[src/rtl/dmem_mmio_responder.sv]
// Memory-side responder on the dmem port: a 4-word MMIO window with cycle counter, TX byte FIFO,
// status and scratch. Read data is registered one cycle after the address, like the dmem syncram.
module dmem_mmio_responder #(
  parameter logic [11:0] BASE_ADDR  = 12'hFF0,
  parameter int          FIFO_DEPTH = 8
) (
  input  logic        clock,
  input  logic        reset,
  input  logic [11:0] address,
  input  logic [31:0] data,
  input  logic        wren,
  output logic [31:0] q_mmio,
  output logic        hit,
  output logic [7:0]  tx_data,
  output logic        tx_valid,
  input  logic        tx_ready
);
  localparam int PTR_W = $clog2(FIFO_DEPTH);
  localparam int CNT_W = PTR_W + 1;
  localparam logic [CNT_W-1:0] DEPTH_C = CNT_W'(FIFO_DEPTH);

  logic             sel;
  logic [1:0]       off;
  logic             wr_cycle, wr_status, wr_scratch;
  logic             push, pop, push_ok, ovf_set;
  logic             full, empty, overflow;
  logic [31:0]      cycle_cnt, scratch;
  logic [31:0]      rd_data_p0, rd_data_p1;
  logic             vld_p1;
  logic [7:0]       fifo_mem [FIFO_DEPTH];
  logic [PTR_W-1:0] rd_ptr, wr_ptr;
  logic [CNT_W-1:0] fifo_cnt;
  logic [4:0]       cnt5;

  assign sel        = (address[11:2] == BASE_ADDR[11:2]);
  assign off        = address[1:0];
  assign wr_cycle   = sel && wren && (off == 2'd0);
  assign push       = sel && wren && (off == 2'd1);
  assign wr_status  = sel && wren && (off == 2'd2);
  assign wr_scratch = sel && wren && (off == 2'd3);

  assign full     = (fifo_cnt == DEPTH_C);
  assign empty    = (fifo_cnt == '0);
  assign tx_valid = !empty;
  assign tx_data  = tx_valid ? fifo_mem[rd_ptr] : 8'h00;
  assign pop      = tx_valid && tx_ready;
  // A pop in the same cycle frees the slot, so a push into a full FIFO is only dropped without one.
  assign push_ok  = push && (!full || pop);
  assign ovf_set  = push && full && !pop;
  assign cnt5     = 5'(fifo_cnt);

  always_comb begin
    rd_data_p0 = 32'h0;
    if (sel) begin
      case (off)
        2'd0:    rd_data_p0 = cycle_cnt;
        2'd2:    rd_data_p0 = {22'b0, cnt5, 2'b00, overflow, full, empty};
        2'd3:    rd_data_p0 = scratch;
        default: rd_data_p0 = 32'h0;
      endcase
    end
  end

  // p0 -> p1: read data and hit registered; all register state updates on the same edge
  always_ff @(posedge clock or negedge reset) begin
    if (!reset) begin
      rd_data_p1 <= 32'h0;
      vld_p1     <= 1'b0;
      cycle_cnt  <= 32'h0;
      scratch    <= 32'h0;
      overflow   <= 1'b0;
      rd_ptr     <= '0;
      wr_ptr     <= '0;
      fifo_cnt   <= '0;
    end else begin
      rd_data_p1 <= rd_data_p0;
      vld_p1     <= sel;
      cycle_cnt  <= wr_cycle ? 32'h0 : cycle_cnt + 32'd1;
      if (wr_scratch) scratch <= data;
      if (ovf_set) overflow <= 1'b1;
      else if (wr_status && data[2]) overflow <= 1'b0;
      if (push_ok) wr_ptr <= wr_ptr + PTR_W'(1);
      if (pop)     rd_ptr <= rd_ptr + PTR_W'(1);
      if (push_ok && !pop)      fifo_cnt <= fifo_cnt + CNT_W'(1);
      else if (!push_ok && pop) fifo_cnt <= fifo_cnt - CNT_W'(1);
    end
  end

  always_ff @(posedge clock) begin
    if (push_ok) fifo_mem[wr_ptr] <= data[7:0];
  end

  assign q_mmio = rd_data_p1;
  assign hit    = vld_p1;

endmodule

[config.mk]
export PLATFORM = sky130hd
export DESIGN_NAME = dmem_mmio_responder
export DESIGN_NICKNAME = d
export VERILOG_FILES = /design/src/rtl/dmem_mmio_responder.sv
export SDC_FILE = /design/constraint.sdc
export NUM_CORES = 1
export LEC_CHECK = 0
export ABC_AREA = 1
export CAP_MARGIN = 40
export CORE_MARGIN = 2
export CORE_UTILIZATION = 52
export DETAILED_ROUTE_END_ITERATION = 10
export PLACE_DENSITY = 0.85
export SLEW_MARGIN = 20
export SYNTH_ARGS = -nofsm -noshare
export SYNTH_HDL_FRONTEND = slang
export SYNTH_SLANG_ARGS = --single-unit
export TNS_END_PERCENT = 100
[constraint.sdc]
create_clock -name clock -period 2.6 [get_ports clock]
set_input_delay 0.78 -clock clock [delete_from_list [all_inputs] [get_ports clock]]
set_output_delay 0.78 -clock clock [all_outputs]
set_load 0.05 [all_outputs]
==> results of run 1 <==
## state kept, by name, summed over array words and instances, names as in the netlist
name	cells
scratch	32
overflow	1
cycle_cnt	32
wr_ptr	3
hit	1
fifo_cnt	4
rd_ptr	3
fifo_mem	64
q_mmio	32
## power groups by stage
stage          clock network, mW  registers (mW)  logic (mW)
2_1_floorplan                  0            3.08        1.39
5_1_grt                     2.55            3.11        2.73
3_5_place_dp                   0            3.12        2.14
3_3_place_gp                   0            3.11        2.07
6_report                    2.39            3.09        2.56
4_1_cts                     2.41            3.08        2.50
## timing repair
| item | in CTS | in global routing |
|---|---|---|
| cloned | 2 | 0 |
| setup endpoints to repair | 8 | 11 |
| buffers inserted | 2 | 0 |
| pin swaps | 8 | 7 |
| endpoints found under the hold margin | 0 | 0 |
| gates resized for setup | 40 | 24 |
## worst paths after layout
kind,end,slack (ns),depth (start not counted)
min reg2reg,scratch[17],0.47,2
min in group clock,scratch[17],0.47,2
max in group asynchronous,scratch[18],1.65,2
max reg2reg,fifo_cnt[2],0.38,10
max,tx_data[1],-0.05,8
min,q_mmio[4],0.29,1
## kinds of logic after synthesis
| logic type | Yosys count | synth area share (%) |
|---|---|---|
| XOR/XNOR | 16 | 1.78 |
| flip-flops | 172 | 58.8 |
| AND/OR/NAND/NOR | 472 | 26.0 |
| multiplexers | 1 | 0.143 |
| AO/OA/AOI/OAI | 113 | 7.45 |
| buffers and inverters | 84 | 4.66 |
| adder cells (fa/ha/maj) | 7 | 1.21 |
## metal layers
metal | global-route usage (%) | wire, um | vias up | share of wire, %
met5 | 0 | 0 | - | 0
met4 | 9.50 | 412 | 0 | 2.1
met3 | 6.45 | 1800 | 41 | 9.2
met2 | 40.2 | 9400 | 353 | 48
met1 | 34.1 | 7990 | 3082 | 41
li1 | - | - | 3064 | -
## cells in the final DEF (no fill, tap or decap), types with 8 or more instances in the layout
| master | count |
|---|---|
| nand2_1 | 249 |
| nor2_1 | 120 |
| dfrtp_1 | 107 |
| clkdlybuf4s50_1 | 79 |
| edfxtp_1 | 64 |
| nand3_1 | 54 |
| inv_1 | 49 |
| a21oi_1 | 43 |
| buf_4 | 39 |
| o21ai_1 | 27 |
| o21ai_0 | 25 |
| clkbuf_16 | 17 |
| nor2_2 | 12 |
| nor2_4 | 10 |
| xor2_1 | 10 |
| nand4_1 | 8 |
| o21ai_2 | 8 |
| buf_6 | 8 |
## metrics by stage
step	std cells	hold slack (ns)	TNS [ns]
4_1_cts	1185	0.297	-0.557
2_1_floorplan	865	0.442	0
3_5_place_dp	1149	0.459	-14.72
5_1_grt	1184	0.319	-0.852
3_3_place_gp	1149	0.454	-9.89
6_report	1184	0.290	-0.253
## area by class of cell
class | count | share of cell area [%]
sequential | 172 | 46.7
multi-input combinational | 609 | 29.7
timing repair buffer | 134 | 13.6
clock buffer | 18 | 4.34
tap | 184 | 2.33
inverter | 53 | 2.04
clock inverter | 14 | 1.31
==> flow_metrics.env, run 1 <==
export IMPL_status="complete, but fails checks"
export IMPL_failed_checks="setup timing"
export IMPL_remaining_drc_errors=0
export IMPL_synth_seq_area_share_pct=58.8
export IMPL_crit_path_end_kind="primary output"
export IMPL_max_stage_delay_ns=0.47
export IMPL_syn_area_per_cell_um2=9.09
export IMPL_fin_nets=1042
export IMPL_synth_area_leaders="dfrtp_1 34%, edfxtp_1 24%, nand2_1 12%"
export IMPL_first_pass_iters=7
export IMPL_slowest_stage="dfrtp_2"
export IMPL_ys_ff_latch=172
export IMPL_n_antenna_cell=0
export IMPL_viasPerCell=5.52
export IMPL_syn_nets=920
export IMPL_synth_common_cells="249 x nand2_1, 124 x nor2_1, 108 x dfrtp_1"
export IMPL_synth_edff_count=64
export IMPL_clkSlewWorstSetupHoldPaths_ns=0.07
export IMPL_internal_power_mw=5.15
export IMPL_period_share_pct=102
export IMPL_period_minus_slack_ns=2.65
export IMPL_fin_skew_ns=0.0138
export IMPL_core_area_um2=14600
export IMPL_holdCritPathClass="input port to asynchronous set/reset pin"
export IMPL_design_portCount=90
export IMPL_r2r_start="fifo_cnt[0]"
export IMPL_dp_hpwl_mm=12.8
export IMPL_wl_mm=19.6
export IMPL_drv_cap=0
export IMPL_clkSinkCount=172
export IMPL_drive_gt1_share_pct=13.9
export IMPL_cts_buffers=17
export IMPL_p_per_area_nw_per_um2=813
export IMPL_grt_antenna_before_repair=0
export IMPL_switchingPower_mw=2.90
export IMPL_multi_input_area_um2=2940
export IMPL_ir_worst_vdd_mv=0.595
export IMPL_fill_cells=1076
export IMPL_tightest_slew_ns=0.552
export IMPL_critical_path_buf_inv_count=2
export IMPL_timing_fmax_mhz=377
export IMPL_synth_top_area_share_pct=34.4
export IMPL_synth_warnings=0
export IMPL_synth_area_leader_cell="dfrtp_1"
export IMPL_critical_path_top_delay_family="flip-flops"
export IMPL_numPortBuffers=89
export IMPL_clock_tree_htree_level_count=4
export IMPL_drtAntennaViolNets=0
export IMPL_die_y_um=127
export IMPL_slew_headroom_pct=63.1
export IMPL_syn_area_um2=7860
export IMPL_pwr_share_seq_pct=38.4
export IMPL_worstPathMaxFanout=16
export IMPL_grt_start_max_net_pins=54
export IMPL_async_reset_ff_share_pct=62.8
export IMPL_path_cells="buf_12 > nor2_1 > nor2_1 > o21ai_1 > o21ai_1 > o21ai_1 > nor2_1 > buf_6"
export IMPL_first_global_vias=6284
export IMPL_p_total_mw=8.04
export IMPL_crit_start="rd_ptr[0]"
export IMPL_yosys_most_used_dff="dfrtp_1"
export IMPL_cts_root_buf="clkbuf_16"
export IMPL_synthToLayoutAreaGrowth_pct=25.8
export IMPL_start_util_pct=53.7
export IMPL_place_ws_ns=-0.443
export IMPL_synth_distinct_cells=35
export IMPL_cp_data_arrival_time_ns=1.87
export IMPL_setup_viol=7
export IMPL_dieArea_um2=16100
export IMPL_regArea_um2=4630
export IMPL_rows=44
export IMPL_rsz0062_at_grt="yes"
export IMPL_track_usage_pct=25.3
export IMPL_fin_util_pct=67.6
export IMPL_worstSetupStartpointType="register"
export IMPL_final_max_slew_viol_count=0
export IMPL_synth_cells=865
export IMPL_grt_pass1_wl_mm=31.4
export IMPL_overflow=0
export IMPL_gp_congestion=0.921
export IMPL_yosysMostFrequentCell="nand2_1"
export IMPL_clock_power_share_pct=29.7
export IMPL_p_leak_nw=4.44
export IMPL_power_share_combinational_pct=31.9
export IMPL_cts_tree="yes"
export IMPL_cts_max_path_buffers=2
export IMPL_timing_hold_violations_final=0
export IMPL_routedWlPerCell_um=16.6
export IMPL_design_area_um2=9900
export IMPL_hold_buffers=0
export IMPL_die_w_um=127
export IMPL_fin_ws_ns=-0.0508
export IMPL_cp_required_ns=1.82
export IMPL_critPathKind="register to primary output"
export IMPL_place_area_um2=9180
export IMPL_p_sw_share_pct=36.0
export IMPL_drtIter0Drc=794
export IMPL_clk_latency_ns=0.44
export IMPL_vias=6540
Power figures use the tool's default switching activity.
==> run 2: changes to the inputs <==
--- a/config.mk
+++ b/config.mk
@@ -9,6 +9,7 @@
 export CAP_MARGIN = 40
 export CORE_MARGIN = 2
 export CORE_UTILIZATION = 52
+export CTS_CLUSTER_DIAMETER = 60
 export DETAILED_ROUTE_END_ITERATION = 10
 export PLACE_DENSITY = 0.85
 export SLEW_MARGIN = 20
==> results of run 2 <==
Final layout, timing and power as in run 1 (identical DEF).
